[config.mk]
export PLATFORM = sky130hd
export DESIGN_NAME = neuron_layer_sequencer_flat
export DESIGN_NICKNAME = d
export VERILOG_FILES = /design/src/rtl/neuron_layer_sequencer_if.sv /design/src/rtl/neuron_layer_sequencer.sv /design/src/flat_wrapper.sv
export SDC_FILE = /design/constraint.sdc
export NUM_CORES = 1
export LEC_CHECK = 0
export CAP_MARGIN = 30
export CORE_MARGIN = 2
export CORE_UTILIZATION = 45
export CTS_CLUSTER_DIAMETER = 150
export DETAILED_ROUTE_END_ITERATION = 10
export PLACE_DENSITY_LB_ADDON = 0.2
export SLEW_MARGIN = 15
export SYNTH_ARGS = -nofsm -noshare
export SYNTH_HDL_FRONTEND = slang
export SYNTH_SLANG_ARGS = --single-unit
[constraint.sdc]
create_clock -name clk -period 3.8 [get_ports clk]
set_input_delay 0.95 -clock clk [delete_from_list [all_inputs] [get_ports clk]]
set_output_delay 0.95 -clock clk [all_outputs]
set_load 0.01 [all_outputs]
[src/rtl/neuron_layer_sequencer_if.sv]
// Link between the layer sequencer and the single shared Neuron it time-multiplexes.
// The master side is the sequencer; the slave side is the Neuron.
interface neuron_layer_sequencer_if;
    logic        nrn_start;
    logic [15:0] nrn_N;
    logic [7:0]  nrn_in;
    logic [7:0]  nrn_weight;
    logic [1:0]  nrn_pass;
    logic [7:0]  nrn_out;
    logic        nrn_ready;

    modport master (
        output nrn_start, nrn_N, nrn_in, nrn_weight, nrn_pass,
        input  nrn_out, nrn_ready
    );

    modport slave (
        input  nrn_start, nrn_N, nrn_in, nrn_weight, nrn_pass,
        output nrn_out, nrn_ready
    );
endinterface

[src/rtl/neuron_layer_sequencer.sv]
// Evaluates a layer of NUM_NEURONS neurons by feeding one shared Neuron once per index:
// start pulse, n_cfg input/weight pairs, then a fresh ready handshake to capture its result.
module neuron_layer_sequencer #(
    parameter int MAX_N       = 16,
    parameter int NUM_NEURONS = 4,
    parameter int AW          = 4,
    parameter int NW          = 2
) (
    input  logic          clk,
    input  logic          rst,
    input  logic          in_wr_en,
    input  logic [AW-1:0] in_wr_addr,
    input  logic [7:0]    in_wr_data,
    input  logic          w_wr_en,
    input  logic [NW-1:0] w_wr_nrn,
    input  logic [AW-1:0] w_wr_addr,
    input  logic [7:0]    w_wr_data,
    input  logic          go,
    input  logic [15:0]   n_cfg,
    input  logic [1:0]    pass_cfg,
    neuron_layer_sequencer_if.master nrn_bus,
    output logic          res_valid,
    output logic [NW-1:0] res_idx,
    output logic [7:0]    res_data,
    output logic          busy,
    output logic          done,
    output logic          cfg_err
);

    typedef enum logic [2:0] {IDLE, START, STREAM, WAIT, STORE, DONE} state_t;

    state_t        state;
    logic [AW-1:0] k;
    logic [AW-1:0] k_nxt;
    logic [NW-1:0] nrn_idx;
    logic          seen_low;

    logic [7:0] inbuf [MAX_N];
    logic [7:0] wmem  [NUM_NEURONS][MAX_N];

    assign k_nxt = k + AW'(1);

    // Buffers are only writable while idle so a pass always streams a consistent snapshot.
    always_ff @(posedge clk) begin
        if (!rst && state == IDLE) begin
            if (in_wr_en) inbuf[in_wr_addr] <= in_wr_data;
            if (w_wr_en)  wmem[w_wr_nrn][w_wr_addr] <= w_wr_data;
        end
    end

    always_ff @(posedge clk) begin
        if (rst) begin
            state              <= IDLE;
            k                  <= '0;
            nrn_idx            <= '0;
            seen_low           <= 1'b0;
            nrn_bus.nrn_start  <= 1'b0;
            nrn_bus.nrn_N      <= '0;
            nrn_bus.nrn_in     <= '0;
            nrn_bus.nrn_weight <= '0;
            nrn_bus.nrn_pass   <= '0;
            res_valid          <= 1'b0;
            res_idx            <= '0;
            res_data           <= '0;
            busy               <= 1'b0;
            done               <= 1'b0;
            cfg_err            <= 1'b0;
        end else begin
            nrn_bus.nrn_start <= 1'b0;
            res_valid         <= 1'b0;
            done              <= 1'b0;
            cfg_err           <= 1'b0;
            case (state)
                IDLE: begin
                    if (go) begin
                        if (n_cfg >= 16'd1 && n_cfg <= 16'(MAX_N)) begin
                            nrn_bus.nrn_N     <= n_cfg;
                            nrn_bus.nrn_pass  <= pass_cfg;
                            nrn_idx           <= '0;
                            nrn_bus.nrn_start <= 1'b1;
                            busy              <= 1'b1;
                            state             <= START;
                        end else begin
                            cfg_err <= 1'b1;
                        end
                    end
                end
                // A low ready sampled from START onward proves the Neuron has begun this job.
                START: begin
                    k                  <= '0;
                    seen_low           <= ~nrn_bus.nrn_ready;
                    nrn_bus.nrn_in     <= inbuf[AW'(0)];
                    nrn_bus.nrn_weight <= wmem[nrn_idx][AW'(0)];
                    state              <= STREAM;
                end
                STREAM: begin
                    if (!nrn_bus.nrn_ready) seen_low <= 1'b1;
                    if (16'(k) == nrn_bus.nrn_N - 16'd1) begin
                        nrn_bus.nrn_in     <= '0;
                        nrn_bus.nrn_weight <= '0;
                        state              <= WAIT;
                    end else begin
                        k                  <= k_nxt;
                        nrn_bus.nrn_in     <= inbuf[k_nxt];
                        nrn_bus.nrn_weight <= wmem[nrn_idx][k_nxt];
                    end
                end
                WAIT: begin
                    if (nrn_bus.nrn_ready && seen_low) begin
                        res_data  <= nrn_bus.nrn_out;
                        res_idx   <= nrn_idx;
                        res_valid <= 1'b1;
                        state     <= STORE;
                    end else if (!nrn_bus.nrn_ready) begin
                        seen_low <= 1'b1;
                    end
                end
                STORE: begin
                    if (nrn_idx == NW'(NUM_NEURONS - 1)) begin
                        done  <= 1'b1;
                        state <= DONE;
                    end else begin
                        nrn_idx           <= nrn_idx + 1'b1;
                        nrn_bus.nrn_start <= 1'b1;
                        state             <= START;
                    end
                end
                DONE: begin
                    busy  <= 1'b0;
                    state <= IDLE;
                end
                default: state <= IDLE;
            endcase
        end
    end

endmodule

[src/flat_wrapper.sv]
// flat-port wrapper written by rule: the top's interface ports become plain ports
module neuron_layer_sequencer_flat 
#(
    parameter int MAX_N       = 16,
    parameter int NUM_NEURONS = 4,
    parameter int AW          = 4,
    parameter int NW          = 2
)
  (clk, rst, in_wr_en, in_wr_addr, in_wr_data, w_wr_en, w_wr_nrn, w_wr_addr, w_wr_data, go, n_cfg, pass_cfg, res_valid, res_idx, res_data, busy, done, cfg_err, nrn_bus_nrn_start, nrn_bus_nrn_N, nrn_bus_nrn_in, nrn_bus_nrn_weight, nrn_bus_nrn_pass, nrn_bus_nrn_out, nrn_bus_nrn_ready);
  neuron_layer_sequencer_if nrn_bus_i ();
  input  logic clk;
  input  logic rst;
  input  logic in_wr_en;
  input  logic [AW-1:0] in_wr_addr;
  input  logic [7:0] in_wr_data;
  input  logic w_wr_en;
  input  logic [NW-1:0] w_wr_nrn;
  input  logic [AW-1:0] w_wr_addr;
  input  logic [7:0] w_wr_data;
  input  logic go;
  input  logic [15:0] n_cfg;
  input  logic [1:0] pass_cfg;
  output logic res_valid;
  output logic [NW-1:0] res_idx;
  output logic [7:0] res_data;
  output logic busy;
  output logic done;
  output logic cfg_err;
  output wire logic [$bits(nrn_bus_i.nrn_start)-1:0] nrn_bus_nrn_start;
  output wire logic [$bits(nrn_bus_i.nrn_N)-1:0] nrn_bus_nrn_N;
  output wire logic [$bits(nrn_bus_i.nrn_in)-1:0] nrn_bus_nrn_in;
  output wire logic [$bits(nrn_bus_i.nrn_weight)-1:0] nrn_bus_nrn_weight;
  output wire logic [$bits(nrn_bus_i.nrn_pass)-1:0] nrn_bus_nrn_pass;
  input wire logic [$bits(nrn_bus_i.nrn_out)-1:0] nrn_bus_nrn_out;
  input wire logic [$bits(nrn_bus_i.nrn_ready)-1:0] nrn_bus_nrn_ready;
  assign nrn_bus_nrn_start = nrn_bus_i.nrn_start;
  assign nrn_bus_nrn_N = nrn_bus_i.nrn_N;
  assign nrn_bus_nrn_in = nrn_bus_i.nrn_in;
  assign nrn_bus_nrn_weight = nrn_bus_i.nrn_weight;
  assign nrn_bus_nrn_pass = nrn_bus_i.nrn_pass;
  assign nrn_bus_i.nrn_out = nrn_bus_nrn_out;
  assign nrn_bus_i.nrn_ready = nrn_bus_nrn_ready;
  neuron_layer_sequencer #(.MAX_N(MAX_N), .NUM_NEURONS(NUM_NEURONS), .AW(AW), .NW(NW)) u_core (.clk(clk), .rst(rst), .in_wr_en(in_wr_en), .in_wr_addr(in_wr_addr), .in_wr_data(in_wr_data), .w_wr_en(w_wr_en), .w_wr_nrn(w_wr_nrn), .w_wr_addr(w_wr_addr), .w_wr_data(w_wr_data), .go(go), .n_cfg(n_cfg), .pass_cfg(pass_cfg), .nrn_bus(nrn_bus_i), .res_valid(res_valid), .res_idx(res_idx), .res_data(res_data), .busy(busy), .done(done), .cfg_err(cfg_err));
endmodule
# == Word level (Yosys, flattened, before mapping) ==
# Memories as Yosys holds them, arrays and structs flattened. A register that Yosys moved wholly into a read port is not among the register bits.
# Cells that the tools add are included.
# classes
reduce_logical,20
order_cmp,5
mux,42
bitwise,7
addsub,3
eq_ne,14
# op_table
op,count
two-way mux 128 bit,1
two-way mux 8 bit,5
binary-select mux 8 bit (select 4 bit),1
demux 8 bit (select 4 bit),1
case mux 8 bit (2 select lines),2
== test 4 x 16 -> 1 bit,1
>= comparator 16 x 1 -> 1 bit (second input constant),1
less-or-equal comparator 16 x 5 -> 1 bit (second input constant),1
subtractor 16 x 1 -> 16 bit (second input constant),1
two-way mux 1 bit,15
two-way mux 3 bit,5
case mux 3 bit (5 select lines),1
>= comparator 5 bit (second input constant),2
two-way mux 2 bit,5
inequality test 2 bit (second input constant),5
inverter 4 -> 5 bit,2
case mux 4 bit (2 select lines),1
AND reduction 4 bit,2
== test 3 x 2 -> 1 bit (second input constant),2
== test 3 bit (second input constant),2
AND reduction 2 bit,3
AND reduction 3 bit,2
nonzero test 2 bit,3
< comparator 5 x 1 -> 1 bit (second input constant),1
16 further kinds,26
# totals
register_bits,59
ramBits,640
elab_cells,108
n_memories,2
in_bits,58
# mem_list
memory,depth,width,rd,rd_clocked_by_memory_dff,write_ports,line,rtl
u_core.wmem,4,128,1,1,1,neuron_layer_sequencer.sv:39,logic [7:0] wmem [NUM_NEURONS][MAX_N];
u_core.inbuf,16,8,2,0,1,neuron_layer_sequencer.sv:38,logic [7:0] inbuf [MAX_N];

# == Logic depth before layout (Yosys ltp) ==
# depth
ltp_word,7
depth_mapped,10

# == Least setup slack after synthesis ==
# OpenSTA, ideal clock, no wires.
# synth_timing
path_type,register -> register
startpoint,reg u_core.nrn_bus.nrn_N[0]
endpoint,reg u_core.k[0]
path_slack_ns,0.676
period_less_slack_ns,3.124
arrival_time_ns,3.003
setup_ns,0.121
stages_incl_launch_ff,10
required_ns,3.679
path_cell_list,dfxtp_1 -> inv_1 -> ha_1 -> or4b_1 -> buf_2 -> o31a_1 -> or3_1 -> a2111o_1 -> o31a_1 -> mux2_4
# synth_via
elab_chain_cells,4
# synth_rtl
element,line,rtl
"start, declared",neuron_layer_sequencer_if.sv:13,"output nrn_start, nrn_N, nrn_in, nrn_weight, nrn_pass,"
"start signal, assigned",neuron_layer_sequencer.sv:77,nrn_bus.nrn_N <= n_cfg;
subtractor 16 x 1 -> 16 bit,neuron_layer_sequencer.sv:98,if (16'(k) == nrn_bus.nrn_N - 16'd1) begin
== test 4 x 16 -> 1 bit,neuron_layer_sequencer.sv:98,
inequality test 2 bit (no line),n/a,
AND reduction 2 bit (no line),n/a,
"end signal, assigned",neuron_layer_sequencer.sv:103,k <= k_nxt;
"end, declared",neuron_layer_sequencer.sv:33,logic [AW-1:0] k;
# No other way between the ends.
# A chain may end at the register's enable or synchronous reset.

# == Worst setup path in the final report ==
# layout_timing
startpoint,reg u_core.nrn_bus.nrn_N[0]
endpoint,reg u_core.k[3]
# The elaborated chain is that of the path after synthesis.

==> impl_results.md <==
* Hold Path Cell Cnt at 2
* Sw Ratio at 19.53%
* Clock slew seen by the registers of the worst setup and hold paths at 0.06 ns
* Commonest cells after routing, fill and taps aside: edfxtp_1 (640), mux4_2 (161), nor2_1 (127)
* Source of the worst register-to-register timing path: u_core.nrn_bus.nrn_N[0]
* Worst Reg2Reg Path Length in Cells at 8
* Number of fillers in the final layout at 4,674
* Post-synth top flop: edfxtp_1
* Sequential element share of the synthesized area at 74.19%
* Clock share of power at 46.4%
* Most common cell after layout, fill and taps aside: edfxtp_1
* Post-Place Cells at 2,384
* DRC violation count after routing at 0
* Area growth from synthesis to layout at 18.60%
* Status: complete, no violations
* Setup Fix Bufs, Post-CTS at 0
* Total clock sinks at 701
* Antenna fix cells at 0
* Die Ht at 251.4 µm
* Post-synthesis average cell area at 18.67 µm²
* Sequential group share of total power at 51.8%
* Final total negative setup slack at 0 ns
* Worst path top cell family by delay: compound AO/OA/AOI/OAI gates
* Largest fanout of any net on the critical path at 7
* Clock buffers created by TritonCTS at 76
* Worst setup path startpoint: u_core.nrn_bus.nrn_N[0]
* Number of buffers inserted by hold repair at cts at 0
* Routed wire length at 64.89 mm
* Data arrival time at the worst-slack endpoint at 3.81 ns
* Worst reg2reg path endpoint: u_core.k[3]
* Root Buffer: clkbuf_16
* Finished Cell Area at 0.03268 mm²
* Area of the multi-input gates at 0.006818 mm²
* Final Hold Violating Endpoints at 0
* Max frequency at 301.6 MHz
* Final nets at 1,742
* Summed instance area of the synthesized netlist at 0.02755 mm²
* Power spent charging and discharging nets at 3.179 mW
* Clk Latency, worst-skew pair at 0.61 ns
* Post-synthesis cell count at 1,476
* GRT Resource Usage Total at 20.76%
* Clock Path Buffers at 3
* Setup violations, final at 0
* Final setup skew at 0.01955 ns
* Number of I/O port buffers at 106
* Number of flops mapped to enable cells by yosys at 640
* Max transition margin at 33.24%
* Distinct cell type count after synthesis at 57
* Total iterations of the first detailed-routing run at 5
* Seq. cell area at 0.02045 mm²
* Final cell count without fillers at 2,526
* Antenna violations before repair at 0
* Nature of the critical path startpoint: register
* Longest individual stage delay on the worst path at 0.59 ns
* Per-cell via count in the routed design at 5.835
* Count of cells resized by post-cts repair at 0
* HP Class: register to register
* Core footprint at 0.06047 mm²
* Slack of the worst reg-to-reg path at 0.48 ns
* Type of the setup path with the least slack: register to register
* # Max-Cap Violations at 0
* Overall Power at 16.28 mW
* Post-route ant nets at 0
* Combinational share of power at 1.8%
* Final period util at 87.26%
* Setup repair after global routing missed its margin: no
* CP cell instances: inv_1, ha_1, or4b_1, o31a_1, or3_1, a2111o_1, o31a_1, mux2_4
* Routability congestion estimate from global placement at 0.8555
* Horizontal die dimension at 251.4 µm
* H-tree level count at 3
* Maximum number of pins on one net before global-route repair at 65
* Initial Utilization at 45.56%
* Worst path slowest cell: or4b_1
* Placed standard-cell area at 0.03009 mm²
* Power Density at 498.2 mW/mm²
* Detailed-route wire length per cell at 25.69 µm
* Share of cells above drive strength 1 at 22.88%
* Via count of the first global-routing pass at 14,890
* Leftover overflow at the end of global routing at 0
* Count of pins over their slew limit at 0
* Die Outline Area at 0.06322 mm²
* Hold path startpoint: u_core.nrn_bus.nrn_pass[1]
* Count of state elements after synthesis at 701
* Internal power of the cells at 13.10 mW
* Syn nets at 1,537
* Data required time at the worst endpoint at 4.30 ns
* Wire length of the first global-routing pass at 96.32 mm
* Clock tree from TritonCTS: yes
* Synth Warn # at 0
* Maximum resistive drop on vdd at 383.2 µV
* Static Leakage at 10.40 nW
* Vias after detailed routing at 14,740
* Count of buffer and inverter cells on the critical path at 1
* Most common cell type on the critical path: o31a_1
* Number of violations reported at the end of detailed-routing iteration 0 at 1,459
* Minimum clock period at 3.316 ns
* Post-detail-place hpwl at 41.98 mm
* Top-level port count at 107
* Hold path endpoint: u_core.nrn_bus.nrn_pass[1]
* Utilization after layout at 54.04%
* Total number of placement rows at 90
* Setup crit end kind: register
* Slew at the pin closest to its max-slew limit at 0.9965 ns
* Async SR Flop Fraction at 0%
worst max-delay path by stage:
stage	end	depth (start not counted)
3_3_place_gp	u_core.wmem[1][95]	7
4_1_cts	u_core.k[3]	8
6_report	u_core.k[3]	8
2_1_floorplan	u_core.k[0]	9
3_5_place_dp	u_core.wmem[1][89]	7
5_1_grt	u_core.k[0]	8
power groups by stage:
stage / sequential [mW] / clock [mW] / combinational [mW]
finish: 8.44 / 7.55 / 0.293
global route: 8.43 / 7.99 / 0.316
CTS: 8.44 / 7.69 / 0.296
detailed placement: 8.60 / 0 / 0.296
global placement: 8.60 / 0 / 0.284
floorplan: 8.60 / 0 / 0.0580
registers in the layout, summed over array words and instances, names as in the netlist, 2 cells and up, named ones only:
signal,cells
u_core.nrn_bus.nrn_N,16
u_core.nrn_bus.nrn_pass,2
u_core.res_data,8
u_core.res_idx,2
u_core.nrn_bus.nrn_weight,8
u_core.state,3
u_core.wmem,512
u_core.nrn_bus.nrn_in,8
u_core.k,4
u_core.inbuf,128
u_core.nrn_idx,2
synthesized netlist by cell type, types with 8 or more instances:
master    instances  area share [%]
dfxtp_1          61             4.4
nor3_1           23            0.42
nand4_1           9            0.20
a22oi_1          32            0.87
nand3_1           9            0.16
mux2i_1          39             1.4
nand2b_1          8            0.18
edfxtp_1        640              70
and3_1           11            0.25
o22ai_1          14            0.32
a211oi_1          8            0.22
clkbuf_1         58            0.79
nor2_1          127             1.7
a22o_1            9            0.29
a311o_1           8            0.29
o21ai_0          28            0.51
mux4_2          161              13
buf_1            19            0.26
and2_1           16            0.36
a21oi_1          21            0.38
nand2_1          77             1.0
metal layers:
metal / vias to the layer above / track usage (%) / wire, µm
met5: - / 0 / 0
met3: 102 / 4.560 / 5141
met4: 0 / 6.548 / 1460
met2: 612 / 32.90 / 30830
met1: 7594 / 28.97 / 27470
li1: 6432 / - / -
stage by stage:
step	setup WS, ns	hold slack (ns)
final	0.4839	0.4969
after global routing	0.3939	0.5201
after CTS	0.5109	0.5033
after detailed placement	0.1064	0.4887
after global placement	0.2495	0.4733
after floorplan	0.6758	0.4911
final cells by class:
| class | instances | share of cell area [%] |
|---|---|---|
| inverters | 6 | 0.06892 |
| multi-input cells | 689 | 20.86 |
| clock inverters | 40 | 1.474 |
| clock buffers | 101 | 6.429 |
| repair buffers | 207 | 5.583 |
| well taps | 782 | 2.994 |
| flip-flops and latches | 701 | 62.59 |
worst min-delay path: stages (launching register included):
cell and delay, ns:
dfxtp_1 0.33, mux2i_1 0.07, nor2_1 0.07
kinds of logic (layout without fill, tap and decap cells):
logic type | after synthesis | after routing | share of synthesized area, %
DFF | 701 | 701 | 74.19
and+or+nand+nor | 315 | 315 | 5.259
muxes | 205 | 205 | 14.81
AOI/OAI and AO/OA | 155 | 155 | 4.051
buffers and inverters | 86 | 354 | 1.208
xor gates and xnor gates | 11 | 11 | 0.3497
adders and majority gates | 3 | 3 | 0.1363
Power figures use the tool's default switching activity.
